`config.mk`:
```
export PLATFORM = sky130hd
export DESIGN_NAME = add_arbiter
export DESIGN_NICKNAME = d
export VERILOG_FILES = /design/src/rtl/add_arbiter_pkg.sv /design/src/rtl/add_arbiter_add.sv /design/src/rtl/add_arbiter_rr_pick.sv /design/src/rtl/add_arbiter.sv
export SDC_FILE = /design/constraint.sdc
export NUM_CORES = 1
export LEC_CHECK = 0
export BUFFER_PORTS_ARGS = -buffer_cell sky130_fd_sc_hd__buf_4
export CAP_MARGIN = 5
export CORE_UTILIZATION = 54
export DETAILED_ROUTE_END_ITERATION = 16
export PLACE_DENSITY = 0.94
export SYNTH_ARGS = -nofsm -noshare
export SYNTH_HDL_FRONTEND = slang
export SYNTH_SLANG_ARGS = --single-unit
```
`constraint.sdc`:
```
create_clock -name Clk -period 6.7 [get_ports Clk]
set_clock_uncertainty 0.15 [all_clocks]
set_input_delay 1.34 -clock Clk [delete_from_list [all_inputs] [get_ports Clk]]
set_output_delay 1.34 -clock Clk [all_outputs]
set_load 0.005 [all_outputs]
```
`src/rtl/add_arbiter_pkg.sv`:
```
// add_arbiter_pkg: shared definitions for the add_arbiter slice.
//   state_t  : FSM state encodings ST_IDLE / ST_EXEC / ST_RESP (2 bits)
//   next_ptr : circular successor of a requester index
package add_arbiter_pkg;

    typedef enum logic [1:0] {
        ST_IDLE = 2'd0,
        ST_EXEC = 2'd1,
        ST_RESP = 2'd2
    } state_t;

    // Requester after g, wrapping to 0 past the last one (NREQ need not be 2**k).
    function automatic int next_ptr(input int g, input int n);
        return (g == n - 1) ? 0 : g + 1;
    endfunction

endpackage

```
`src/rtl/add_arbiter_add.sv`:
```
// add: plain unsigned W-bit adder used as the shared datapath.
//   a, b in  W  operands
//   sum  out W  a + b modulo 2**W (callers zero-extend to keep the carry)
module add #(
    parameter int W = 9
) (
    input  logic [W-1:0] a,
    input  logic [W-1:0] b,
    output logic [W-1:0] sum
);

    assign sum = a + b;

endmodule

```
`src/rtl/add_arbiter_rr_pick.sv`:
```
// rr_pick: purely combinational round-robin priority picker.
//   req   in  NREQ  request vector
//   ptr   in  IDW   index with highest priority this cycle
//   grant out NREQ  one-hot grant of the first set bit at or after ptr (circular)
//   idx   out IDW   index of that bit (0 when nothing requested)
module rr_pick #(
    parameter int NREQ = 4,
    parameter int IDW  = 2
) (
    input  logic [NREQ-1:0] req,
    input  logic [IDW-1:0]  ptr,
    output logic [NREQ-1:0] grant,
    output logic [IDW-1:0]  idx
);

    logic found;
    int   pos;

    always_comb begin
        grant = '0;
        idx   = '0;
        found = 1'b0;
        pos   = 0;
        for (int k = 0; k < NREQ; k++) begin
            // Walk ptr, ptr+1, ... modulo NREQ; first hit wins.
            pos = int'(ptr) + k;
            if (pos >= NREQ) pos = pos - NREQ;
            if (!found && req[pos]) begin
                found      = 1'b1;
                grant[pos] = 1'b1;
                idx        = IDW'(pos);
            end
        end
    end

endmodule

```
`src/rtl/add_arbiter.sv`:
```
// add_arbiter: shares one adder between NREQ requesters using round-robin
// arbitration; each granted operand pair produces one response.
//   Clk, Rst_n         clock, asynchronous active-low reset
//   req_valid/req_ready per-requester handshake (req_ready one-hot grant)
//   req_a, req_b       flattened operands, slice i = [i*DATAWIDTH +: DATAWIDTH]
//   rsp_valid/rsp_ready response handshake
//   rsp_id, rsp_sum, rsp_ovf  owner, result, carry out
//   busy               high whenever the FSM is not idle
// Optional build macro ADD_ARB_SAT_EN: saturate rsp_sum to all-ones on carry.
//
// Handshakes: a transfer happens on a cycle where valid and ready are both 1.
// req_ready is only ever raised in IDLE for one cycle toward the chosen
// requester; rsp_valid stays high with stable payload until rsp_ready.
module add_arbiter
    import add_arbiter_pkg::*;
#(
    parameter int DATAWIDTH = 8,
    parameter int NREQ      = 4,
    parameter int IDW       = 2
) (
    input  logic                      Clk,
    input  logic                      Rst_n,
    input  logic [NREQ-1:0]           req_valid,
    output logic [NREQ-1:0]           req_ready,
    input  logic [NREQ*DATAWIDTH-1:0] req_a,
    input  logic [NREQ*DATAWIDTH-1:0] req_b,
    output logic                      rsp_valid,
    input  logic                      rsp_ready,
    output logic [IDW-1:0]            rsp_id,
    output logic [DATAWIDTH-1:0]      rsp_sum,
    output logic                      rsp_ovf,
    output logic                      busy
);

    state_t               state;
    logic [IDW-1:0]       rr_ptr;
    logic [IDW-1:0]       id_q;
    logic [DATAWIDTH-1:0] a_q;
    logic [DATAWIDTH-1:0] b_q;
    logic [DATAWIDTH:0]   sum_w;
    logic [NREQ-1:0]      pick_grant;
    logic [IDW-1:0]       pick_idx;

    rr_pick #(.NREQ(NREQ), .IDW(IDW)) u_pick (
        .req   (req_valid),
        .ptr   (rr_ptr),
        .grant (pick_grant),
        .idx   (pick_idx)
    );

    add #(.W(DATAWIDTH + 1)) u_add (
        .a   ({1'b0, a_q}),
        .b   ({1'b0, b_q}),
        .sum (sum_w)
    );

    // Grant is combinational so the requester sees it in the cycle it is
    // chosen; gating with Rst_n keeps it low while reset is asserted.
    assign req_ready = (state == ST_IDLE && Rst_n) ? pick_grant : '0;
    assign rsp_id    = id_q;

    always_ff @(posedge Clk or negedge Rst_n) begin
        if (!Rst_n) begin
            state     <= ST_IDLE;
            rr_ptr    <= '0;
            id_q      <= '0;
            a_q       <= '0;
            b_q       <= '0;
            rsp_valid <= 1'b0;
            rsp_sum   <= '0;
            rsp_ovf   <= 1'b0;
            busy      <= 1'b0;
        end else begin
            unique case (state)
                ST_IDLE: begin
                    if (|req_valid) begin
                        a_q    <= req_a[int'(pick_idx)*DATAWIDTH +: DATAWIDTH];
                        b_q    <= req_b[int'(pick_idx)*DATAWIDTH +: DATAWIDTH];
                        id_q   <= pick_idx;
                        // Winner drops to lowest priority next time.
                        rr_ptr <= IDW'(next_ptr(int'(pick_idx), NREQ));
                        busy   <= 1'b1;
                        state  <= ST_EXEC;
                    end
                end
                ST_EXEC: begin
`ifdef ADD_ARB_SAT_EN
                    rsp_sum <= sum_w[DATAWIDTH] ? {DATAWIDTH{1'b1}} : sum_w[DATAWIDTH-1:0];
`else
                    rsp_sum <= sum_w[DATAWIDTH-1:0];
`endif
                    rsp_ovf   <= sum_w[DATAWIDTH];
                    rsp_valid <= 1'b1;
                    state     <= ST_RESP;
                end
                ST_RESP: begin
                    if (rsp_ready) begin
                        rsp_valid <= 1'b0;
                        busy      <= 1'b0;
                        state     <= ST_IDLE;
                    end
                end
                default: begin
                    rsp_valid <= 1'b0;
                    busy      <= 1'b0;
                    state     <= ST_IDLE;
                end
            endcase
        end
    end

endmodule

```
; After elaboration in Yosys (flattened, before gate mapping)
; Cells that the tools add are included.
[totals]
in_bits = 71
regBits = 33
output_inout_bits = 17
word_cells = 103
[classes]
bitwise_logic = 5
shift = 2
n_eq_ne = 5
n_addsub = 9
reduce_logical = 17
n_mux = 44
n_lt_le_gt_ge = 12
[op_table]
columns = cell, count
row1 = greater-or-equal comparator 32 x 1 -> 1 bit (second input constant), 4
row2 = less-than comparator 32 x 4 -> 1 bit (second input constant), 4
row3 = two-way mux 32 bit, 4
row4 = greater-or-equal comparator 32 x 4 -> 1 bit (second input constant), 3
row5 = subtractor 32 x 4 -> 32 bit (second input constant), 3
row6 = indexed part select 32 x 6 -> 8 bit, 2
row7 = two-way mux 4 bit, 5
row8 = two-way mux 1 bit, 17
row9 = two-way mux 2 bit, 7
row10 = bitwise OR 4 bit, 3
row11 = adder 8 x 8 -> 9 bit, 1
row12 = binary-select mux 1 bit (select 2 bit), 4
row13 = demux 1 bit (select 2 bit), 4
row14 = logical AND 1 bit, 8
row15 = adder 2 x 2 -> 3 bit (second input constant), 2
row16 = case mux 1 bit (3 select lines), 2
row17 = case mux 2 bit (3 select lines), 1
row18 = AND reduction 2 bit, 3
row19 = == test 2 x 1 -> 1 bit (second input constant), 2
row20 = OR reduction 4 bit, 1
row21 = subtractor 2 x 3 -> 4 bit (second input constant), 1
row22 = adder 2 x 1 -> 3 bit (second input constant), 1
row23 = greater-or-equal comparator 2 x 3 -> 1 bit (second input constant), 1
row24 = zero test 1 bit, 3
row25 = 7 further kinds, 8

; Longest topological paths before layout
; Gate-level depths: netlist of run 1.
[depth]
depth_word = 17
depth_mapped = 12
depth_no_buf = 9

; Modules after synthesis
; Synthesis of run 1 repeated with hierarchy kept, for this count alone.
[unflattened]
hier_cells = 194
area_unflattened_um2 = 2507.4
[by_module_without_submodules]
columns = module, instances, area_each_um2, cells_each, seq_area_each_um2
row1 = add_arbiter, 1, 1705.4, 104, 825.8
row2 = rr_pick, 1, 456.7, 49, 0.0
row3 = add, 1, 345.3, 41, 0.0

; Worst setup path after synthesis of run 1
; No wires, ideal clock.
[synth_path]
path_kind = input port to output port
start = input req_valid[1]
end = output req_ready[0]
required_time_ps = 5210
n_path_buf = 1
path_slack_ps = 2572
arrival_ps = 2638
stages = 7
cell_sequence = clkbuf_1 > mux4_2 > nor2b_2 > a22oi_1 > nor2_1 > a221oi_1 > nor2_1
[synth_via]
elab_chain_cells = 14
elab_cells_between_ends = 29
classes_between = mux: 20 / bitwise: 3 / reduce/logical: 6
[synth_rtl]
columns = element, line_no
row1 = start: declaration, add_arbiter.sv:23  ; input logic [NREQ-1:0] req_valid,
row2 = binary-select mux 1 bit (select 2 bit), add_arbiter_rr_pick.sv:28  ; if (!found && req[pos]) begin
row3 = two-way mux 1 bit (implied by the code) (2 in a row), add_arbiter_rr_pick.sv:28
row4 = two-way mux 1 bit, add_arbiter_rr_pick.sv:28
row5 = zero test 1 bit, add_arbiter_rr_pick.sv:28
row6 = logical AND 1 bit, add_arbiter_rr_pick.sv:28
row7 = two-way mux 1 bit, add_arbiter_rr_pick.sv:28
row8 = zero test 1 bit, add_arbiter_rr_pick.sv:28
row9 = logical AND 1 bit, add_arbiter_rr_pick.sv:28
row10 = two-way mux 1 bit, add_arbiter_rr_pick.sv:28
row11 = zero test 1 bit, add_arbiter_rr_pick.sv:28
row12 = logical AND 1 bit, add_arbiter_rr_pick.sv:28
row13 = two-way mux 4 bit (*), add_arbiter_rr_pick.sv:28
row14 = two-way mux 4 bit (*), add_arbiter.sv:59  ; assign req_ready = (state == ST_IDLE && Rst_n) ? pick_grant : '0;
row15 = end: declaration, add_arbiter.sv:24  ; output logic [NREQ-1:0] req_ready,
; Mark *: on every way between the ends. The rest lies on a longest branch, timed or not. The select of a mux whose other input is x is not followed.

; Worst setup path in the final report of run 1
[layout_path]
start = register rr_ptr[0]
end = output req_ready[3]
[layout_via]
elab_chain_cells = 16
elab_cells_between_ends = 64
classes_between = add/sub: 7 / order compare: 12 / mux: 32 / bitwise: 3 / reduce/logical: 10
[layout_rtl]
columns = element, line_no
row1 = start: declaration, add_arbiter.sv:36  ; logic [IDW-1:0] rr_ptr;
row2 = start signal: assignment, add_arbiter.sv:81  ; rr_ptr <= IDW'(next_ptr(int'(pick_idx), NREQ));
row3 = branches (longest 14 deep; another with subtractor 32 x 4 -> 32 bit), -
row4 = two-way mux 4 bit (*), add_arbiter_rr_pick.sv:28
row5 = two-way mux 4 bit (*), add_arbiter.sv:59
; Mark *: on every way between the ends. The select of a mux whose other input is x is not followed.

==> results of run 1 <==
[sequential cells by signal, indices dropped and copies added (netlist names)]
| signal | count |
|---|---|
| a_q | 8 |
| b_q | 8 |
| rsp_sum | 8 |
| rr_ptr | 2 |
| rsp_id | 2 |
| state | 2 |
| busy | 1 |
| rsp_ovf | 1 |
| rsp_valid | 1 |
[worst reg2reg max path, delay by kind of cell (launching register included)]
kind                     cells  cell delay [ns]
multiplexers                 2             1.04
buffers and inverters        2             0.67
AO/OA/AOI/OAI                3             0.48
adder cells (fa/ha/maj)      1             0.53
AND/OR/NAND/NOR              1             0.26
flip-flops                   1             0.73
[final timing paths]
check                               endpoint  slack, ns  depth (start not counted)
worst max-delay path            req_ready[3]       2.08                          9
worst min-delay path              rsp_sum[5]       0.34                          2
worst max register to register        b_q[3]       2.74                          9
worst min register to register    rsp_sum[5]       0.34                          2
max in group asynchronous             a_q[5]       5.24                          1
min in group asynchronous         rsp_sum[0]       0.85                          1
[layout make-up]
type	count	share of cell area (%)
repair buffers	88	21.41
flip-flops and latches	33	26.76
clock buffers	5	2.230
clock inverters	1	0.1622
multi-input cells	183	46.43
well taps	50	2.028
inverters	8	0.9732
[metal layers]
layer / track usage, % / share of wire (%) / vias up
met5: 0 / 0 / -
met4: 9.115 / 2.1 / 0
met3: 5.833 / 4.7 / 15
met2: 45.22 / 52 / 70
met1: 34.34 / 41 / 1095
li1: - / - / 1048
[synth_stat cells, types with 2 or more instances]
cell type,number
mux2i_1,30
o22ai_1,2
nand3_1,2
xnor2_1,4
mux2_1,3
clkbuf_1,9
buf_6,2
ha_1,14
mux2_2,5
a21oi_1,5
o221a_1,3
nand2b_1,7
nand2_1,30
o21ai_0,9
o31ai_1,3
a21o_1,3
nor4_1,2
mux4_2,2
o221ai_1,13
a221oi_1,4
nor2_1,15
a22oi_1,4
inv_1,8
o21bai_1,2
nor3b_1,2
dfrtp_1,33
[metrics by stage]
| step | power, mW | instances | utilization [%] | hold slack (ns) | worst slack [ns] |
|---|---|---|---|---|---|
| global placement | 1.352 | 362 | 73.18 | 0.3117 | 2.449 |
| global route | 1.672 | 368 | 74.98 | 0.3648 | 1.801 |
| finish | 1.545 | 368 | 74.98 | 0.3355 | 2.082 |
| CTS | 1.545 | 368 | 74.98 | 0.3407 | 2.085 |
| detailed placement | 1.393 | 362 | 73.18 | 0.3244 | 2.372 |
| floorplan | 1.166 | 239 | - | 0.3100 | 2.572 |
[cell usage in the layout, fill, tap and decap left out, types with 3 or more instances in the layout]
cell      netlist  layout
nand2b_1        7       7
a21o_1          3       3
o221ai_1       13      13
o31ai_1         3       3
a22oi_1         4       4
mux2_1          3       3
a221oi_1        4       4
a21oi_1         5       5
nor2_1         15      15
mux2_2          5       5
dfrtp_1        33      33
o21ai_0         9       9
nand2_1        30      30
clkbuf_8        0       5
ha_1           14      14
mux2i_1        30      30
xnor2_1         4       4
inv_1           8       8
o221a_1         3       3
buf_4           1      88
[where the power goes]
| part | internal (mW) | switching (mW) | leakage (nW) | total, mW |
|---|---|---|---|---|
| Clock | 0.0682 | 0.0658 | 0.0399 | 0.134 |
| Sequential | 0.304 | 0.0869 | 0.400 | 0.391 |
| Combinational | 0.483 | 0.538 | 1.07 | 1.02 |
| Total | 0.855 | 0.690 | 1.51 | 1.55 |
[cell families after synthesis]
group,count (synthesis)
XOR/XNOR,5
AND/OR/NAND/NOR,63
adder cells (fa/ha/maj),15
flip-flops,33
multiplexers,41
buffers and inverters,23
AO/OA/AOI/OAI,59
==> parameters.txt, run 1 <==
Parameter                              Value

Worst setup path
  Worst-path fanout max    15
  Buffers & Inverters on Critical Path    2
  Origin of the worst setup path    rr_ptr[0]
  RR Startpoint    rr_ptr[0]
  Most frequent cell on the critical path    nor2_1
  Startpoint class of the critical path    register
  Required arrival time at the worst endpoint    roughly 5.2 ns
  Cell type group with the largest total delay on the critical path    flip-flops
  Slowest cell delay on critical path    between 0.7 and 0.8 ns
  Cell breakdown of the critical path    inv_1 > ha_1 > mux4_2 > nor2b_2 > a22oi_1 > nor2_1 > a221oi_1 > nor2_1 > buf_4
  CP max-delay cell    dfrtp_1
  Arrival time of the worst setup path    3.13 ns
  Worst Setup End Kind    primary output
  Critical path class    reg -> out

Global route
  Remaining global-route overflow    0
  Initial antenna violation count    0
  Total routing usage reported by global routing    a little over a quarter
  First-pass GRT wire length    about 9.3 mm
  Maximum number of pins on one net before global-route repair    35
  Via count of the first global-routing pass    between 2000 and 2500

Synth
  Nets in the synthesized netlist    between 300 and 400
  Dominant combinational cell family by area after synthesis    compound AO/OA/AOI/OAI gates
  Post-Synth Simple-Gate Area    between 10% and 20%
  Largest area contributor in the netlist    dfrtp_1
  Mapped cell area    between 0.002 and 0.0025 mm^2
  Post-synthesis average cell area    between 9 and 10 um^2
  Xor/xnor cell area share of the yosys netlist    under 10%
  Share of cell area taken by muxes after synthesis    between 10% and 20%
  Total of flip-flops plus latches after synthesis    33
  Number of synthesized flops with an enable pin    0
  Synth cell types    49
  Synthesized-area fraction occupied by adder cells    8.215%
  Number of instances in the synthesized netlist    between 200 and 250
  Sequential element share of the synthesized area    a little over a third
  Leading cell types by total area after synthesis    dfrtp_1 35%, mux2i_1 13%, ha_1 7.4%
  Yosys warnings    0
  Compound-cell area share of the yosys netlist    19.43%
  Fraction of synthesized cell area taken by the top area cell type    34.76%
  Fraction of synthesis flops using an asynchronous set or reset pin    100.0%
  Prevailing post-synth register cell    dfrtp_1

Hold path
  Hold crit path type    reg -> reg
  Hold Path Origin    rsp_sum[5]

Timing
  Unrepaired setup endpoints after global routing    no
  Final critical delay including setup and external delays    approximately 4.6 ns
  Worst slew margin relative to its limit    a little under half
  Endpoints failing setup    0
  Maximum achievable frequency    approximately 220 MHz
  Post-route setup TNS    0 ns
  Hold Vio Cnt, Final    0
  Worst-margin pin slew    around 0.8 ns
  Final worst-path cycle share    ~69%
  Slew Limit Fails    0

Clock tree
  Clock slew at reported path FFs    roughly 0.060 ns
  Root Buffer    clkbuf_8
  Number of buffers between clock root and the deepest sink    2
  Total number of clock tree sinks    33
  Clock latency on the worst-skew pair    0.28 ns
  Number of resized instances in the post-cts repair step    0
  Clock buffers created by TritonCTS    5
  CTS tree    built
  Post-CTS setup buffers    0
  Hold_buf cts    0
  H-tree depth reported by CTS    2

Place
  Cell area after placement    between 0.003 and 0.004 mm^2
  Post-detailed-placement half-perimeter wirelength    between 4 and 5 mm
  Weighted congestion at the end of routability-driven global placement    around 0.85
  Total of buffers placed on input and output ports    87

Route
  Number of DRC markers in iteration 0    roughly 170
  Antenna-violating nets left    0
  Final routed wirelength across all metal layers    a little over 6 mm
  Average wire per cell in the routed design    approximately 16 um
  Detailed-route vias per instance    6.054
  DR DRC count    0
  Number of detailed-routing iterations run before antenna repair    4
  Number of vias after detailed routing    ~2200

Die
  Die Footprint    0.004669 mm^2
  Core area    between 0.004 and 0.005 mm^2
  Horizontal extent of the die    between 60 and 70 um
  DIE HEIGHT    68.33 um
  Number of top-level pins    a little under 90
  Count of standard-cell rows    23
  Initial Utilization    between 50% and 60%

Final layout
  Fill cell total of the finished layout    305
  Storage element area    approximately 830 um^2
  Final Net Count    about 400
  Fraction of final layout cells sized beyond drive strength 1    33.33%
  Final standard cell area without fillers    a little over 0.003 mm^2
  N_diodes    0
  Area occupied by multi-input gates    roughly 0.0014 mm^2
  Layout area overhead    29.86%

Power and ir drop
  Power per standard cell area    500.9 mW/mm^2
  Peak supply drop    0.2809 mV
  Leakage power    approximately 1.5 nW

Flow run
  Maxcap violations    0

Run status
  Status    completed
Power figures use the tool's default switching activity.
==> inputs of run 2 (changes only) <==
- CORE_UTILIZATION: 54 -> 45
- PLACE_DENSITY: 0.94 -> 0.85
- clock period: 6.7 -> 3.85 ns (I/O delays scaled with it)
==> run 2 against run 1 <==
Against the previous run: cell count is 6.5% higher; register-to-register slack worse by 2.3 ns; sequential share of layout area is 0.72 points lower; die area is 19% higher; clock power rose to 2.5 times the previous value; combinational power is 77% higher; via count shrank 3.2%; worst setup slack worse by 1.9 ns; critical path depth did not move; count of clock-buffer cells in the layout rose by 2; global-route usage down 5.2 points; wire length down 1.8%; largest cell class unchanged.
==> parameters.txt, run 2 (synthesis results as in run 1) <==
Parameter                              Value

Place
  Cell count after placement    384
  Total of buffers placed on input and output ports    87
  Pre-CTS worst setup slack    0.4496 ns
  Post-detailed-placement half-perimeter wirelength    4.416 mm
  Cell area after placement    ~0.0031 mm^2
  Weighted congestion at the end of routability-driven global placement    ~0.87

Die
  Die Footprint    between 0.005 and 0.006 mm^2
  Count of standard-cell rows    26
  Initial Utilization    a little under half
  DIE HEIGHT    ~75 um
  Core area    ~0.0051 mm^2
  Number of top-level pins    around 90
  Horizontal extent of the die    roughly 75 um

Worst setup path
  Buffers & Inverters on Critical Path    2
  Reg-to-reg slack, setup    between 0.4 and 0.5 ns
  CP max-delay cell    mux4_2
  Cell breakdown of the critical path    inv_1 > ha_2 > mux4_2 > nor2b_2 > a22oi_1 > nor2_1 > a221oi_1 > nor2_1 > buf_4
  Critical path class    reg -> out
  Startpoint class of the critical path    register
  Worst-path fanout max    10
  Arrival time of the worst setup path    approximately 2.7 ns
  Required arrival time at the worst endpoint    around 2.9 ns
  Worst Setup End Kind    primary output
  Most frequent cell on the critical path    nor2_1
  Cell type group with the largest total delay on the critical path    multiplexers
  Slowest cell delay on critical path    around 0.6 ns

Timing
  Hold Vio Cnt, Final    0
  Final worst-path cycle share    about 94%
  Post-route setup TNS    0 ns
  Slew Limit Fails    0
  Maximum achievable frequency    275.6 MHz
  Worst-margin pin slew    around 0.7 ns
  Final critical delay including setup and external delays    3.629 ns
  Setup slack after layout    0.2210 ns
  Unrepaired setup endpoints after global routing    no
  Worst slew margin relative to its limit    about 54%
  Endpoints failing setup    0
  Final-layout worst hold slack    ~0.28 ns

Global route
  Initial antenna violation count    0
  Remaining global-route overflow    0
  Maximum number of pins on one net before global-route repair    35
  Total routing usage reported by global routing    roughly 22%
  Via count of the first global-routing pass    approximately 1900
  First-pass GRT wire length    9.142 mm

Run status
  Status    completed

Route
  Average wire per cell in the routed design    15.15 um
  Number of vias after detailed routing    between 2000 and 2500
  DR DRC count    0
  Antenna-violating nets left    0
  Final routed wirelength across all metal layers    just under 6 mm
  Number of detailed-routing iterations run before antenna repair    4
  Detailed-route vias per instance    5.503
  Number of DRC markers in iteration 0    113

Final layout
  Most common library cell in the layout ignoring fill and taps    buf_4
  Final standard cell area without fillers    0.003171 mm^2
  Layout area overhead    33.44%
  Largest registers ranked by flip-flop count    a_q: 8 flops, b_q: 8 flops, rsp_sum: 8 flops
  Fraction of final layout cells sized beyond drive strength 1    roughly a third
  N_diodes    0
  Final Net Count    approximately 410
  Highest-count cells in the layout ignoring fill and taps    90 x buf_4, 33 x dfrtp_1, 30 x nand2_1, 30 x mux2i_1, 15 x nor2_1
  Fin cells    392

Power and ir drop
  Leakage power    approximately 1.5 nW
  Peak supply drop    approximately 0.5 mV
  Power per standard cell area    881.5 mW/mm^2

Clock tree
  Total number of clock tree sinks    33
  H-tree depth reported by CTS    2
  CTS tree    built
  Clock buffers created by TritonCTS    5
  Clock latency on the worst-skew pair    roughly 0.28 ns
  Post-CTS setup buffers    0
  Root Buffer    clkbuf_8
  Clock slew at reported path FFs    roughly 0.07 ns
  Number of buffers between clock root and the deepest sink    2

Hold path
  Hold crit path type    in -> async

Flow run
  Maxcap violations    0
[run 2: cell count changes in the layout (fill, tap and decap cells not counted), sizes merged]
cell / previous run / this run
bufinv: 0 / 1
clkinv: 1 / 0
clkbuf: 5 / 7
buf: 88 / 90
[run 2: layer usage]
layer / up-vias / global-route usage [%] / wire length, um / share of wire, %
met1: 1025 / 30.82 / 2632 / 44
li1: 1054 / - / - / -
met5: - / 0 / 0 / 0
met2: 68 / 34.33 / 2971 / 50
met3: 10 / 4.284 / 239 / 4.0
met4: 0 / 6.289 / 96 / 1.6
[run 2: worst reg2reg max path, cell delays in order, from the launching register on]
cell	delay [ns]
dfrtp_1	0.42
inv_1	0.15
ha_2	0.47
mux4_2	0.61
nor2b_2	0.25
o21ai_2	0.10
o31ai_4	0.16
buf_4	0.47
mux2i_1	0.30
o221ai_1	0.15
[run 2: final cells by class]
type | instances | area [um^2]
Inverter | 8 | 30.03
Tap cell | 70 | 87.58
Fill cell | 427 | 1937
Timing Repair Buffer | 90 | 675.6
Multi-Input combinational cell | 183 | 1435
Clock buffer | 7 | 86.33
Sequential cell | 33 | 825.8
Clock inverter | 1 | 30.03
[run 2: per-stage QoR]
| stage | power, mW | util [%] |
|---|---|---|
| after global placement | 2.382 | 59.75 |
| after detailed placement | 2.440 | 59.75 |
| after floorplan | 2.029 | - |
| final | 2.795 | 62.08 |
| after global routing | 3.027 | 62.08 |
| after CTS | 2.791 | 62.03 |
[run 2: final timing paths]
check | start | end | depth (start not counted)
setup / recovery | rr_ptr[1] | req_ready[1] | 9
hold / removal | Rst_n | b_q[7] | 1
setup reg to reg | rr_ptr[1] | b_q[2] | 9
hold reg to reg | rsp_sum[2] | rsp_sum[2] | 2
max in group asynchronous | Rst_n | a_q[1] | 1
min in group Clk | rsp_sum[2] | rsp_sum[2] | 2
[run 2: power by group]
group	total, mW	switching, mW	internal, mW
registers	0.645	0.116	0.529
clock network	0.341	0.130	0.211
logic	1.81	0.947	0.862
[run 2: what timing repair did]
action | 4_1_cts | 5_1_grt
hold buffers | 0 | 0
endpoints found under the hold margin | 0 | 0
setup endpoints to repair | 0 | 3
resized for setup | 0 | 1
==> inputs of run 3 (changes only) <==
==> constraint.sdc (replaced) <==
create_clock -name Clk -period 3.85 [get_ports Clk]
set_clock_uncertainty 0.15 [all_clocks]
set_input_delay 0.385 -clock Clk [delete_from_list [all_inputs] [get_ports Clk]]
set_output_delay 0.385 -clock Clk [all_outputs]
set_load 0.005 [all_outputs]
==> run 3 against run 2 <==
Against the previous run: fmax up 5.3%; cell count up 0.26%; sequential cell count unchanged; combinational power about the same; worst setup slack better by 0.18 ns; wire length up 0.62%; core utilization up 0.49 points; via count up 2.0%; register-to-register slack worse by 0.08 ns; count of clock-buffer cells in the layout down 2; die area unchanged; first-iteration DRC count up 88%; critical path type is now reg -> reg; highest routed layer unchanged.
==> parameters.txt, run 3 (synthesis results as in run 1) <==
Parameter                              Value

Power and ir drop
  Leakage power    between 1.5 and 2 nW
  Power per standard cell area    roughly 900 mW/mm^2
  Peak supply drop    roughly 0.5 mV

Clock tree
  Post-CTS setup buffers    0
  H-tree depth reported by CTS    2
  Clock buffers created by TritonCTS    5
  Total number of clock tree sinks    33
  Clock latency on the worst-skew pair    around 0.29 ns
  Number of resized instances in the post-cts repair step    0
  CTS tree    built
  Clock slew at reported path FFs    0.07 ns
  Root Buffer    clkbuf_8
  Number of buffers between clock root and the deepest sink    2
  Hold_buf cts    1

Hold path
  Hold crit path type    in -> reg
  WHS Path Cells    4
  Hold Path Origin    rsp_ready
  Endpoint with the worst hold slack    state[1]

Die
  Core area    ~0.005 mm^2
  Horizontal extent of the die    between 70 and 80 um
  DIE HEIGHT    between 70 and 80 um
  Number of top-level pins    between 80 and 90
  Initial Utilization    46.52%
  Die Footprint    around 0.0056 mm^2
  Count of standard-cell rows    26

Final layout
  Fill cell total of the finished layout    between 400 and 500
  Highest-count cells in the layout ignoring fill and taps    90 x buf_4, 33 x dfrtp_1, 30 x nand2_1, 30 x mux2i_1, 15 x nor2_1
  Final Net Count    408
  N_diodes    0
  Fraction of final layout cells sized beyond drive strength 1    approximately 34%
  Final standard cell area without fillers    ~0.0032 mm^2
  Largest registers ranked by flip-flop count    a_q: 8 flops, b_q: 8 flops, rsp_sum: 8 flops
  Most common library cell in the layout ignoring fill and taps    buf_4
  Layout area overhead    34.49%

Worst setup path
  Startpoint class of the critical path    register
  Worst-path fanout max    19
  Arrival time of the worst setup path    roughly 3.4 ns
  Worst Setup End Kind    register
  Required arrival time at the worst endpoint    approximately 3.8 ns
  Reg-to-reg slack, setup    0.40 ns
  Origin of the worst setup path    rr_ptr[1]
  Reg-to-Reg End    b_q[2]
  RR Startpoint    rr_ptr[1]
  Critical path class    reg -> reg
  Worst reg-to-reg path cell count    8

Timing
  Worst slew margin relative to its limit    a little over a third
  Final worst-path cycle share    roughly nine tenths
  Post-route setup TNS    0 ns
  Worst-margin pin slew    0.9586 ns
  Endpoints failing setup    0
  Hold Vio Cnt, Final    0
  Slew Limit Fails    0
  Final critical delay including setup and external delays    around 3.4 ns
  Unrepaired setup endpoints after global routing    no
  Maximum achievable frequency    about 290 MHz

Route
  Number of vias after detailed routing    2200
  Detailed-route vias per instance    5.598
  Final routed wirelength across all metal layers    5.977 mm
  DR DRC count    0
  Number of DRC markers in iteration 0    212
  Antenna-violating nets left    0
  Average wire per cell in the routed design    between 15 and 20 um
  Number of detailed-routing iterations run before antenna repair    4

Place
  Weighted congestion at the end of routability-driven global placement    0.9546
  Cell area after placement    0.003052 mm^2
  Total of buffers placed on input and output ports    between 80 and 90
  Post-detailed-placement half-perimeter wirelength    ~4.5 mm

Flow run
  Maxcap violations    0

Global route
  Remaining global-route overflow    0
  Initial antenna violation count    0
  Via count of the first global-routing pass    1950
  Maximum number of pins on one net before global-route repair    35
  First-pass GRT wire length    9.066 mm
  Total routing usage reported by global routing    between 20% and 30%

Run status
  Status    completed
run 3: cell count changes in the layout (fill, tap and decap cells not counted), sizes merged:
cell,delta
clkbuf,-2
bufinv,+1
dlygate4sd3,+1
clkinv,+1
run 3: where the power goes:
| part | switching (mW) | internal [mW] |
|---|---|---|
| registers | 0.122 | 0.529 |
| clock network | 0.137 | 0.257 |
| logic | 0.954 | 0.861 |
run 3: through the flow:
step	hold slack [ns]	util (%)	power (mW)	setup slack, ns	cells
6_report	0.2006	62.57	2.861	0.4026	393
5_1_grt	0.2383	62.57	3.077	0.1326	393
4_1_cts	0.2010	62.57	2.869	0.3671	393
3_5_place_dp	0.2097	59.75	2.456	0.4003	384
3_3_place_gp	0.2072	59.75	2.383	0.5371	384
2_1_floorplan	-0.06059	-	2.029	0.9295	239
run 3: worst max-delay path: stages, from the launching register on:
cell      delay, ns
dfrtp_1        0.42
inv_1          0.14
ha_1           0.44
mux4_2         0.46
nor2_1         0.09
o31ai_4        0.77
buf_4          0.43
mux2i_1        0.25
o221ai_1       0.13
run 3: how the worst max path moves through the flow:
stage	endpoint	cells after the start
floorplan	rr_ptr[1]	12
global placement	b_q[5]	8
detailed placement	a_q[6]	8
CTS	b_q[1]	8
global route	b_q[1]	8
finish	b_q[2]	8
run 3: final cells by class:
cell class | instances | area (um^2) | area share [%]
Clock buffer | 5 | 68.82 | 2.153
Tap cell | 70 | 87.58 | 2.741
Inverter | 8 | 30.03 | 0.9397
Clock inverter | 3 | 65.06 | 2.036
Multi-Input combinational cell | 183 | 1433 | 44.83
Sequential cell | 33 | 825.8 | 25.84
Timing Repair Buffer | 91 | 685.7 | 21.46
run 3: per-layer routing:
layer  GRT usage, %  vias to the layer above  part of all wire (%)
li1               -                     1057                     -
met1          29.65                     1045                    44
met2          33.73                       79                    49
met3          4.150                       19                   4.4
met4          10.90                        0                   3.4
met5              0                        -                     0
